==> config.mk <==
export PLATFORM = sky130hd
export DESIGN_NAME = s64x7_bus_narrower_flat
export DESIGN_NICKNAME = d
export VERILOG_FILES = /design/src/rtl/s64x7_bus_narrower_if.sv /design/src/rtl/s64x7_bus_narrower.sv /design/src/flat_wrapper.sv
export SDC_FILE = /design/constraint.sdc
export NUM_CORES = 1
export LEC_CHECK = 0
export ABC_AREA = 0
export ABC_CLOCK_PERIOD_IN_PS = 4400
export CAP_MARGIN = 15
export CORE_ASPECT_RATIO = 1.75
export CORE_MARGIN = 2
export CORE_UTILIZATION = 40
export DETAILED_ROUTE_END_ITERATION = 8
export GPL_TIMING_DRIVEN = 0
export PLACE_DENSITY = 0.68
export SKIP_LAST_GASP = 1
export SLEW_MARGIN = 20
export SYNTH_ARGS = -nofsm -noshare
export SYNTH_HDL_FRONTEND = slang
export SYNTH_SLANG_ARGS = --single-unit
==> constraint.sdc <==
create_clock -name clk_i -period 4.4 [get_ports clk_i]
set_input_delay 0.88 -clock clk_i [delete_from_list [all_inputs] [get_ports clk_i]]
set_output_delay 0.88 -clock clk_i [all_outputs]
set_load 0.01 [all_outputs]
==> src/rtl/s64x7_bus_narrower_if.sv <==
// S64X7 bus narrower signal bundle.
//
// Carries both sides of the narrower: the core's 64-bit Wishbone-style
// request/response and the 16-bit narrow external bus. Signal names keep the
// narrower's own view (_i = into the narrower, _o = out of it).
//
// Modports:
//   slave  - the narrower itself: responds to the core, drives the narrow bus
//   master - the environment: the core issuing requests plus the narrow-bus
//            target answering cycles
//
// Core side   : adr_i[60:0] cyc_i stb_i sel_i[7:0] we_i vpa_i dat_i[63:0]
//               ack_o err_o dat_o[63:0]
// Narrow side : m_adr_o[62:0] m_cyc_o m_stb_o m_sel_o[1:0] m_we_o m_vpa_o
//               m_dat_o[15:0] m_dat_i[15:0] m_ack_i
interface s64x7_bus_narrower_if;
  logic [60:0] adr_i;
  logic        cyc_i;
  logic        stb_i;
  logic [7:0]  sel_i;
  logic        we_i;
  logic        vpa_i;
  logic [63:0] dat_i;
  logic        ack_o;
  logic        err_o;
  logic [63:0] dat_o;

  logic [62:0] m_adr_o;
  logic        m_cyc_o;
  logic        m_stb_o;
  logic [1:0]  m_sel_o;
  logic        m_we_o;
  logic        m_vpa_o;
  logic [15:0] m_dat_o;
  logic [15:0] m_dat_i;
  logic        m_ack_i;

  modport slave (
    input  adr_i, cyc_i, stb_i, sel_i, we_i, vpa_i, dat_i, m_dat_i, m_ack_i,
    output ack_o, err_o, dat_o,
    output m_adr_o, m_cyc_o, m_stb_o, m_sel_o, m_we_o, m_vpa_o, m_dat_o
  );

  modport master (
    output adr_i, cyc_i, stb_i, sel_i, we_i, vpa_i, dat_i, m_dat_i, m_ack_i,
    input  ack_o, err_o, dat_o,
    input  m_adr_o, m_cyc_o, m_stb_o, m_sel_o, m_we_o, m_vpa_o, m_dat_o
  );
endinterface

==> src/rtl/s64x7_bus_narrower.sv <==
// S64X7 bus narrower.
//
// Accepts one 64-bit request from the core, replays it as a run of 16-bit
// cycles on the narrow bus (one per selected halfword lane, ascending), packs
// read halfwords into a 64-bit result and answers the core with a single
// ack_o pulse, or err_o when a lane is not acknowledged within TIMEOUT cycles.
//
// Ports:
//   clk_i    - clock, all state on the rising edge
//   reset_i  - synchronous reset, active low
//   bus      - s64x7_bus_narrower_if.slave (core request/response + narrow bus)
//
// Parameters:
//   TIMEOUT  - cycles allowed per lane before abort (0 disables), 0..255
module s64x7_bus_narrower #(
  parameter int unsigned TIMEOUT = 16
) (
  input  logic                 clk_i,
  input  logic                 reset_i,
  s64x7_bus_narrower_if.slave  bus
);

  localparam bit        TMO_EN   = (TIMEOUT != 0);
  localparam logic [7:0] TMO_LAST = 8'(TIMEOUT - 1);

  typedef enum logic [1:0] {IDLE, XFER, DONE} state_t;

  state_t      r_state, w_state_nxt;
  logic [60:0] r_adr;
  logic [7:0]  r_sel;
  logic        r_we;
  logic        r_vpa;
  logic [63:0] r_wdat;
  logic [63:0] r_buf, w_buf_nxt;
  logic [63:0] r_dato;
  logic [1:0]  r_lane, w_lane_nxt;
  logic [7:0]  r_cnt, w_cnt_nxt;
  logic        r_err, w_err_nxt;
  logic [2:0]  w_hit;
  logic        w_accept;
  logic        w_xfer;
  logic        w_tmo;

  // Lane n is live when either byte of halfword n is selected.
  function automatic logic [3:0] lane_mask(input logic [7:0] sel);
    logic [3:0] m;
    for (int n = 0; n < 4; n++) m[n] = |sel[2*n +: 2];
    return m;
  endfunction

  // Lowest live lane at or above 'start'; result is {found, lane}.
  function automatic logic [2:0] first_lane_from(input logic [3:0] mask,
                                                 input logic [2:0] start);
    logic [2:0] r;
    r = 3'b000;
    for (int i = 3; i >= 0; i--) begin
      if (mask[i] && (3'(i) >= start)) r = {1'b1, 2'(i)};
    end
    return r;
  endfunction

  assign w_accept = (r_state == IDLE) && bus.cyc_i && bus.stb_i;
  assign w_xfer   = (r_state == XFER);
  // Abort only when the final allowed cycle passes without an ack.
  assign w_tmo    = TMO_EN && !bus.m_ack_i && (r_cnt == TMO_LAST);

  always_comb begin
    w_state_nxt = r_state;
    w_lane_nxt  = r_lane;
    w_cnt_nxt   = r_cnt;
    w_err_nxt   = r_err;
    w_buf_nxt   = r_buf;
    w_hit       = 3'b000;
    unique case (r_state)
      IDLE: begin
        if (w_accept) begin
          w_buf_nxt = '0;
          w_err_nxt = 1'b0;
          w_cnt_nxt = '0;
          w_hit     = first_lane_from(lane_mask(bus.sel_i), 3'd0);
          if (w_hit[2]) begin
            w_state_nxt = XFER;
            w_lane_nxt  = w_hit[1:0];
          end else begin
            w_state_nxt = DONE;
          end
        end
      end
      XFER: begin
        if (!bus.cyc_i) begin
          // Core gave up: leave quietly, no completion pulse.
          w_state_nxt = IDLE;
          w_cnt_nxt   = '0;
        end else if (bus.m_ack_i) begin
          if (!r_we) w_buf_nxt[{r_lane, 4'b0000} +: 16] = bus.m_dat_i;
          w_cnt_nxt = '0;
          w_hit     = first_lane_from(lane_mask(r_sel), {1'b0, r_lane} + 3'd1);
          if (w_hit[2]) w_lane_nxt = w_hit[1:0];
          else          w_state_nxt = DONE;
        end else if (w_tmo) begin
          w_state_nxt = DONE;
          w_err_nxt   = 1'b1;
          w_cnt_nxt   = '0;
        end else begin
          w_cnt_nxt = r_cnt + 8'd1;
        end
      end
      DONE:    w_state_nxt = IDLE;
      default: w_state_nxt = IDLE;
    endcase
  end

  always_ff @(posedge clk_i) begin
    if (!reset_i) begin
      r_state <= IDLE;
      r_adr   <= '0;
      r_sel   <= '0;
      r_we    <= 1'b0;
      r_vpa   <= 1'b0;
      r_wdat  <= '0;
      r_buf   <= '0;
      r_dato  <= '0;
      r_lane  <= '0;
      r_cnt   <= '0;
      r_err   <= 1'b0;
    end else begin
      r_state <= w_state_nxt;
      r_lane  <= w_lane_nxt;
      r_cnt   <= w_cnt_nxt;
      r_err   <= w_err_nxt;
      r_buf   <= w_buf_nxt;
      if (w_accept) begin
        r_adr  <= bus.adr_i;
        r_sel  <= bus.sel_i;
        r_we   <= bus.we_i;
        r_vpa  <= bus.vpa_i;
        r_wdat <= bus.dat_i;
      end
      // Result register only changes when a request completes, so an
      // abandoned or in-flight request leaves the previous result visible.
      if (w_state_nxt == DONE) r_dato <= w_buf_nxt;
    end
  end

  assign bus.ack_o   = (r_state == DONE) && !r_err;
  assign bus.err_o   = (r_state == DONE) &&  r_err;
  assign bus.dat_o   = r_dato;
  assign bus.m_cyc_o = w_xfer;
  assign bus.m_stb_o = w_xfer;
  assign bus.m_adr_o = w_xfer ? {r_adr, r_lane} : '0;
  assign bus.m_sel_o = w_xfer ? r_sel[{r_lane, 1'b0} +: 2] : 2'b00;
  assign bus.m_we_o  = w_xfer && r_we;
  assign bus.m_dat_o = w_xfer ? r_wdat[{r_lane, 4'b0000} +: 16] : 16'h0000;
  assign bus.m_vpa_o = r_vpa;

endmodule

==> src/flat_wrapper.sv <==
// flat-port wrapper written by rule: the top's interface ports become plain ports
module s64x7_bus_narrower_flat 
#(
  parameter int unsigned TIMEOUT = 16
)
  (clk_i, reset_i, bus_adr_i, bus_cyc_i, bus_stb_i, bus_sel_i, bus_we_i, bus_vpa_i, bus_dat_i, bus_m_dat_i, bus_m_ack_i, bus_ack_o, bus_err_o, bus_dat_o, bus_m_adr_o, bus_m_cyc_o, bus_m_stb_o, bus_m_sel_o, bus_m_we_o, bus_m_vpa_o, bus_m_dat_o);
  s64x7_bus_narrower_if bus_i ();
  input  logic clk_i;
  input  logic reset_i;
  input wire logic [$bits(bus_i.adr_i)-1:0] bus_adr_i;
  input wire logic [$bits(bus_i.cyc_i)-1:0] bus_cyc_i;
  input wire logic [$bits(bus_i.stb_i)-1:0] bus_stb_i;
  input wire logic [$bits(bus_i.sel_i)-1:0] bus_sel_i;
  input wire logic [$bits(bus_i.we_i)-1:0] bus_we_i;
  input wire logic [$bits(bus_i.vpa_i)-1:0] bus_vpa_i;
  input wire logic [$bits(bus_i.dat_i)-1:0] bus_dat_i;
  input wire logic [$bits(bus_i.m_dat_i)-1:0] bus_m_dat_i;
  input wire logic [$bits(bus_i.m_ack_i)-1:0] bus_m_ack_i;
  output wire logic [$bits(bus_i.ack_o)-1:0] bus_ack_o;
  output wire logic [$bits(bus_i.err_o)-1:0] bus_err_o;
  output wire logic [$bits(bus_i.dat_o)-1:0] bus_dat_o;
  output wire logic [$bits(bus_i.m_adr_o)-1:0] bus_m_adr_o;
  output wire logic [$bits(bus_i.m_cyc_o)-1:0] bus_m_cyc_o;
  output wire logic [$bits(bus_i.m_stb_o)-1:0] bus_m_stb_o;
  output wire logic [$bits(bus_i.m_sel_o)-1:0] bus_m_sel_o;
  output wire logic [$bits(bus_i.m_we_o)-1:0] bus_m_we_o;
  output wire logic [$bits(bus_i.m_vpa_o)-1:0] bus_m_vpa_o;
  output wire logic [$bits(bus_i.m_dat_o)-1:0] bus_m_dat_o;
  assign bus_i.adr_i = bus_adr_i;
  assign bus_i.cyc_i = bus_cyc_i;
  assign bus_i.stb_i = bus_stb_i;
  assign bus_i.sel_i = bus_sel_i;
  assign bus_i.we_i = bus_we_i;
  assign bus_i.vpa_i = bus_vpa_i;
  assign bus_i.dat_i = bus_dat_i;
  assign bus_i.m_dat_i = bus_m_dat_i;
  assign bus_i.m_ack_i = bus_m_ack_i;
  assign bus_ack_o = bus_i.ack_o;
  assign bus_err_o = bus_i.err_o;
  assign bus_dat_o = bus_i.dat_o;
  assign bus_m_adr_o = bus_i.m_adr_o;
  assign bus_m_cyc_o = bus_i.m_cyc_o;
  assign bus_m_stb_o = bus_i.m_stb_o;
  assign bus_m_sel_o = bus_i.m_sel_o;
  assign bus_m_we_o = bus_i.m_we_o;
  assign bus_m_vpa_o = bus_i.m_vpa_o;
  assign bus_m_dat_o = bus_i.m_dat_o;
  s64x7_bus_narrower #(.TIMEOUT(TIMEOUT)) u_core (.clk_i(clk_i), .reset_i(reset_i), .bus(bus_i));
endmodule
==> impl_summary.txt <==
----------------------------------------------------
[Synthesis]
  Number of register bits inferred by synthesis ... 276
  Cell count after synthesis ... around 1300
  Post-synth top area share ... 48.6%
  Post-synthesis average cell area ... 8.93 sq um
  Count of warnings emitted by yosys ... 0
  Largest cells by area after synthesis ... sky130_fd_sc_hd__dfxtp_1, sky130_fd_sc_hd__nand2_1, sky130_fd_sc_hd__and2_1, sky130_fd_sc_hd__a21oi_1, sky130_fd_sc_hd__mux2_4
  Primary FF master, synth ... sky130_fd_sc_hd__dfxtp_1
  Sequential element share of the synthesized area ... between 40% and 50%
  Cell type contributing the most total cell area after synthesis ... sky130_fd_sc_hd__dfxtp_1
  Cell area after synthesis ... 11400 sq um
  Async set-or-reset flop fraction in the synthesized netlist ... 0%
  Post-synth EDFFs ... 0
  Net count of the mapped netlist ... 1438
  Distinct cell type count of the synthesized netlist ... 56

[Placement]
  Port Buffer Count ... 306
  Global placement routability congestion ... approximately 0.9
  Pre-CTS worst setup slack ... around 920 ps
  Half-perimeter wire length after placement ... roughly 29000 microns

[Setup path]
  Data arrival, critical path ... 3130 ps
  Startpoint type of the worst setup path ... register
  Worst reg2reg path endpoint ... u_core.bus.dat_o[62]
  Type of destination of the critical path ... output port
  Kind of critical path ... reg2out
  Required @ worst endpoint ... roughly 3500 ps
  R2R Setup Slk ... approximately 1200 ps
  R2r startpoint ... u_core.r_lane[1]
  Largest fanout on the critical path ... 10
  Worst Reg2Reg Path Length in Cells ... 10

[Drt]
  Final antenna-violating net count ... 0
  Wirelength per Cell ... 18.6 microns
  Total routed wirelength ... approximately 37000 microns
  Remaining routing DRC violations ... 0
  Via total after detailed routing ... 10100
  Mean number of vias per cell ... between 5 and 6
  Pre-Repair DR Iteration Count ... 5
  Iteration-0 DRC count of the detailed router ... 417

[Timing]
  Number of slew-limit violations in the final report ... 0
  Setup repair after global routing missed its margin ... no
  Final WS setup ... between 300 and 400 ps
  Minimum clock period after layout ... between 4000 and 5000 ps
  Layout Skew ... 9.74 ps
  Final Hold Vio Count ... 0
  Highest achievable clock rate ... roughly 0.25 GHz
  Tightest Pin Transition ... between 800 and 900 ps
  Rel. slew slack ... 46.4%
  Final number of setup-violating endpoints ... 0
  Setup total negative slack ... 0 ps
  Tcrit/Tclk final ... around 90%

[Global route]
  Remaining global-route overflow ... 0
  Total routing resource utilization after global routing ... 24.0%
  Global-route wire length before repair ... 55800 microns
  Antenna violations before repair ... 1
  Vias in the first global route ... roughly 10000
  Maximum number of pins on one net before global-route repair ... 16

[Final layout]
  Ant diodes ... 0
  Final #Nets ... between 1500 and 2000
  Share of layout cells above drive strength 1 ... about 8.4%
  Commonest non-fill, non-tap cell in the layout ... sky130_fd_sc_hd__nand2_1
  Commonest cells after routing, fill and taps aside ... sky130_fd_sc_hd__nand2_1, sky130_fd_sc_hd__clkdlybuf4s50_1, sky130_fd_sc_hd__dfxtp_1, sky130_fd_sc_hd__a21oi_1, sky130_fd_sc_hd__and2_1
  Signed area change from the synthesized netlist to the final layout ... 38.2%

[Floorplan]
  Die height ... around 230 microns
  Horizontal die dimension ... about 130 microns
  Starting utilization of the core area ... 40.7%
  Number of core rows ... just over 80
  Area of the core ... 28000 sq um
  DIE AREA ... approximately 30000 sq um
  I/O pin count ... a little over 300

[CTS]
  Number of post-CTS setup repair buffers ... 0
  Post-CTS clock slew at the launch and capture registers of the worst setup and hold paths ... around 70 ps
  Maximum buffer depth of the clock tree ... 3
  CTS H-tree depth ... 1
  Number of clock sinks ... around 280
  Hold_buf cts ... 0
  PostCTS Resize Cnt ... 0
  Number of buffers created by CTS ... 25
  Root buffer selected by CTS ... sky130_fd_sc_hd__clkbuf_16
  Clock network latency to the later pin of the worst-skew pair ... about 540 ps
  CTS tree ... yes

[Power and ir drop]
  Overall Power ... 0.00534 W
  Reported leakage power ... about 6 nW
  Maximum VDD drop ... 0.000284 V
  Total power density per cell area ... 340 nW/um^2

[Run]
  Count of max-cap constraint violations ... 0

[Hold path]
  Min-Delay Path Class ... reg2reg
  HP Start ... u_core.r_adr[10]
  Worst hold path depth ... 2
  Endpoint, Worst Hold ... u_core.r_adr[10]

[Outcome]
  Result of the run ... finished, final reports clean

----------------------------------------------------
## critical path: stages, from the launching register on
cell and delay, ps:
sky130_fd_sc_hd__dfxtp_1 310, sky130_fd_sc_hd__buf_2 210, sky130_fd_sc_hd__nand2b_2 160, sky130_fd_sc_hd__inv_1 220, sky130_fd_sc_hd__clkbuf_1 480, sky130_fd_sc_hd__clkbuf_1 410, sky130_fd_sc_hd__and2_1 240, sky130_fd_sc_hd__clkdlybuf4s50_1 560
## how the worst max path moves through the flow
stage / startpoint / slack [ps] / to / cells after the start
4_1_cts: u_core.r_state[0] / 330 / bus_m_dat_o[5] / 7
6_report: u_core.r_state[0] / 390 / bus_m_dat_o[5] / 7
2_1_floorplan: u_core.r_lane[1] / 1840 / u_core.bus.dat_o[61] / 10
3_5_place_dp: u_core.r_state[0] / 920 / bus_m_dat_o[5] / 7
3_3_place_gp: u_core.r_state[0] / 890 / bus_m_dat_o[5] / 7
5_1_grt: u_core.r_state[0] / 250 / bus_m_dat_o[5] / 7
## synthesized netlist by cell type (all sizes together), types with 6 or more instances
| cell type | number |
|---|---|
| ha | 7 |
| buf | 29 |
| a21o | 7 |
| a21oi | 155 |
| dfxtp | 276 |
| mux4 | 18 |
| nor2 | 42 |
| mux2 | 48 |
| clkbuf | 67 |
| o21ai | 6 |
| a22o | 16 |
| and2 | 129 |
| a22oi | 33 |
| and3 | 8 |
| nor3 | 8 |
| mux2i | 17 |
| nand2 | 309 |
| inv | 25 |
| nand3 | 40 |
## routing by layer
metal | wire length [microns] | vias to the layer above | GRT usage [%] | part of all wire [%]
li1 | - | 4931 | - | -
met1 | 13200 | 4775 | 23.9 | 36
met2 | 20000 | 344 | 47.6 | 54
met3 | 2130 | 72 | 4.03 | 5.7
met4 | 1760 | 2 | 11.7 | 4.7
met5 | 11 | - | 0 | 0.030
## cells by family after synthesis
kind of cell | synth area share (%)
flip-flops | 48.6
multiplexers | 10.9
XOR/XNOR | 0.0770
AND/OR/NAND/NOR | 22.8
adder cells (fa/ha/maj) | 0.770
buffers and inverters | 4.85
AO/OA/AOI/OAI | 12.0
## final cells by class
type                    count  area (sq um)
repair buffers            306          3060
inverters                  25          93.8
flip-flops and latches    276          5530
fillers                  2602         12300
multi-input cells         878          5300
plain buffers              96           458
clock buffers              34           699
well taps                 373           467
clock inverters            11           113
## where the power goes
part           internal [W]  leakage [nW]  total [W]  switching (W)
registers           0.00256          2.24    0.00259      0.0000340
clock network       0.00123         0.407    0.00220       0.000966
logic              0.000251          3.49   0.000544       0.000293
## stage by stage
step	cells	instance area (sq um)	hold WS, ps	util (%)
2_1_floorplan	1275	11400	432	-
3_5_place_dp	1954	14900	442	53.3
4_1_cts	1999	15700	451	56.2
6_report	1999	15700	451	56.2
3_3_place_gp	1954	14900	436	53.3
5_1_grt	1999	15700	462	56.2
## sequential cells by signal, indices dropped and copies added, names as in the netlist
signal              cells
u_core.r_sel            8
u_core.r_lane           2
u_core.bus.dat_o       64
u_core.bus.m_vpa_o      1
u_core.r_wdat          64
u_core.r_buf           64
u_core.r_state          2
u_core.r_adr           61
u_core.r_cnt            8
u_core.r_we             1
u_core.r_err            1
(Power assumes the default switching activity.)
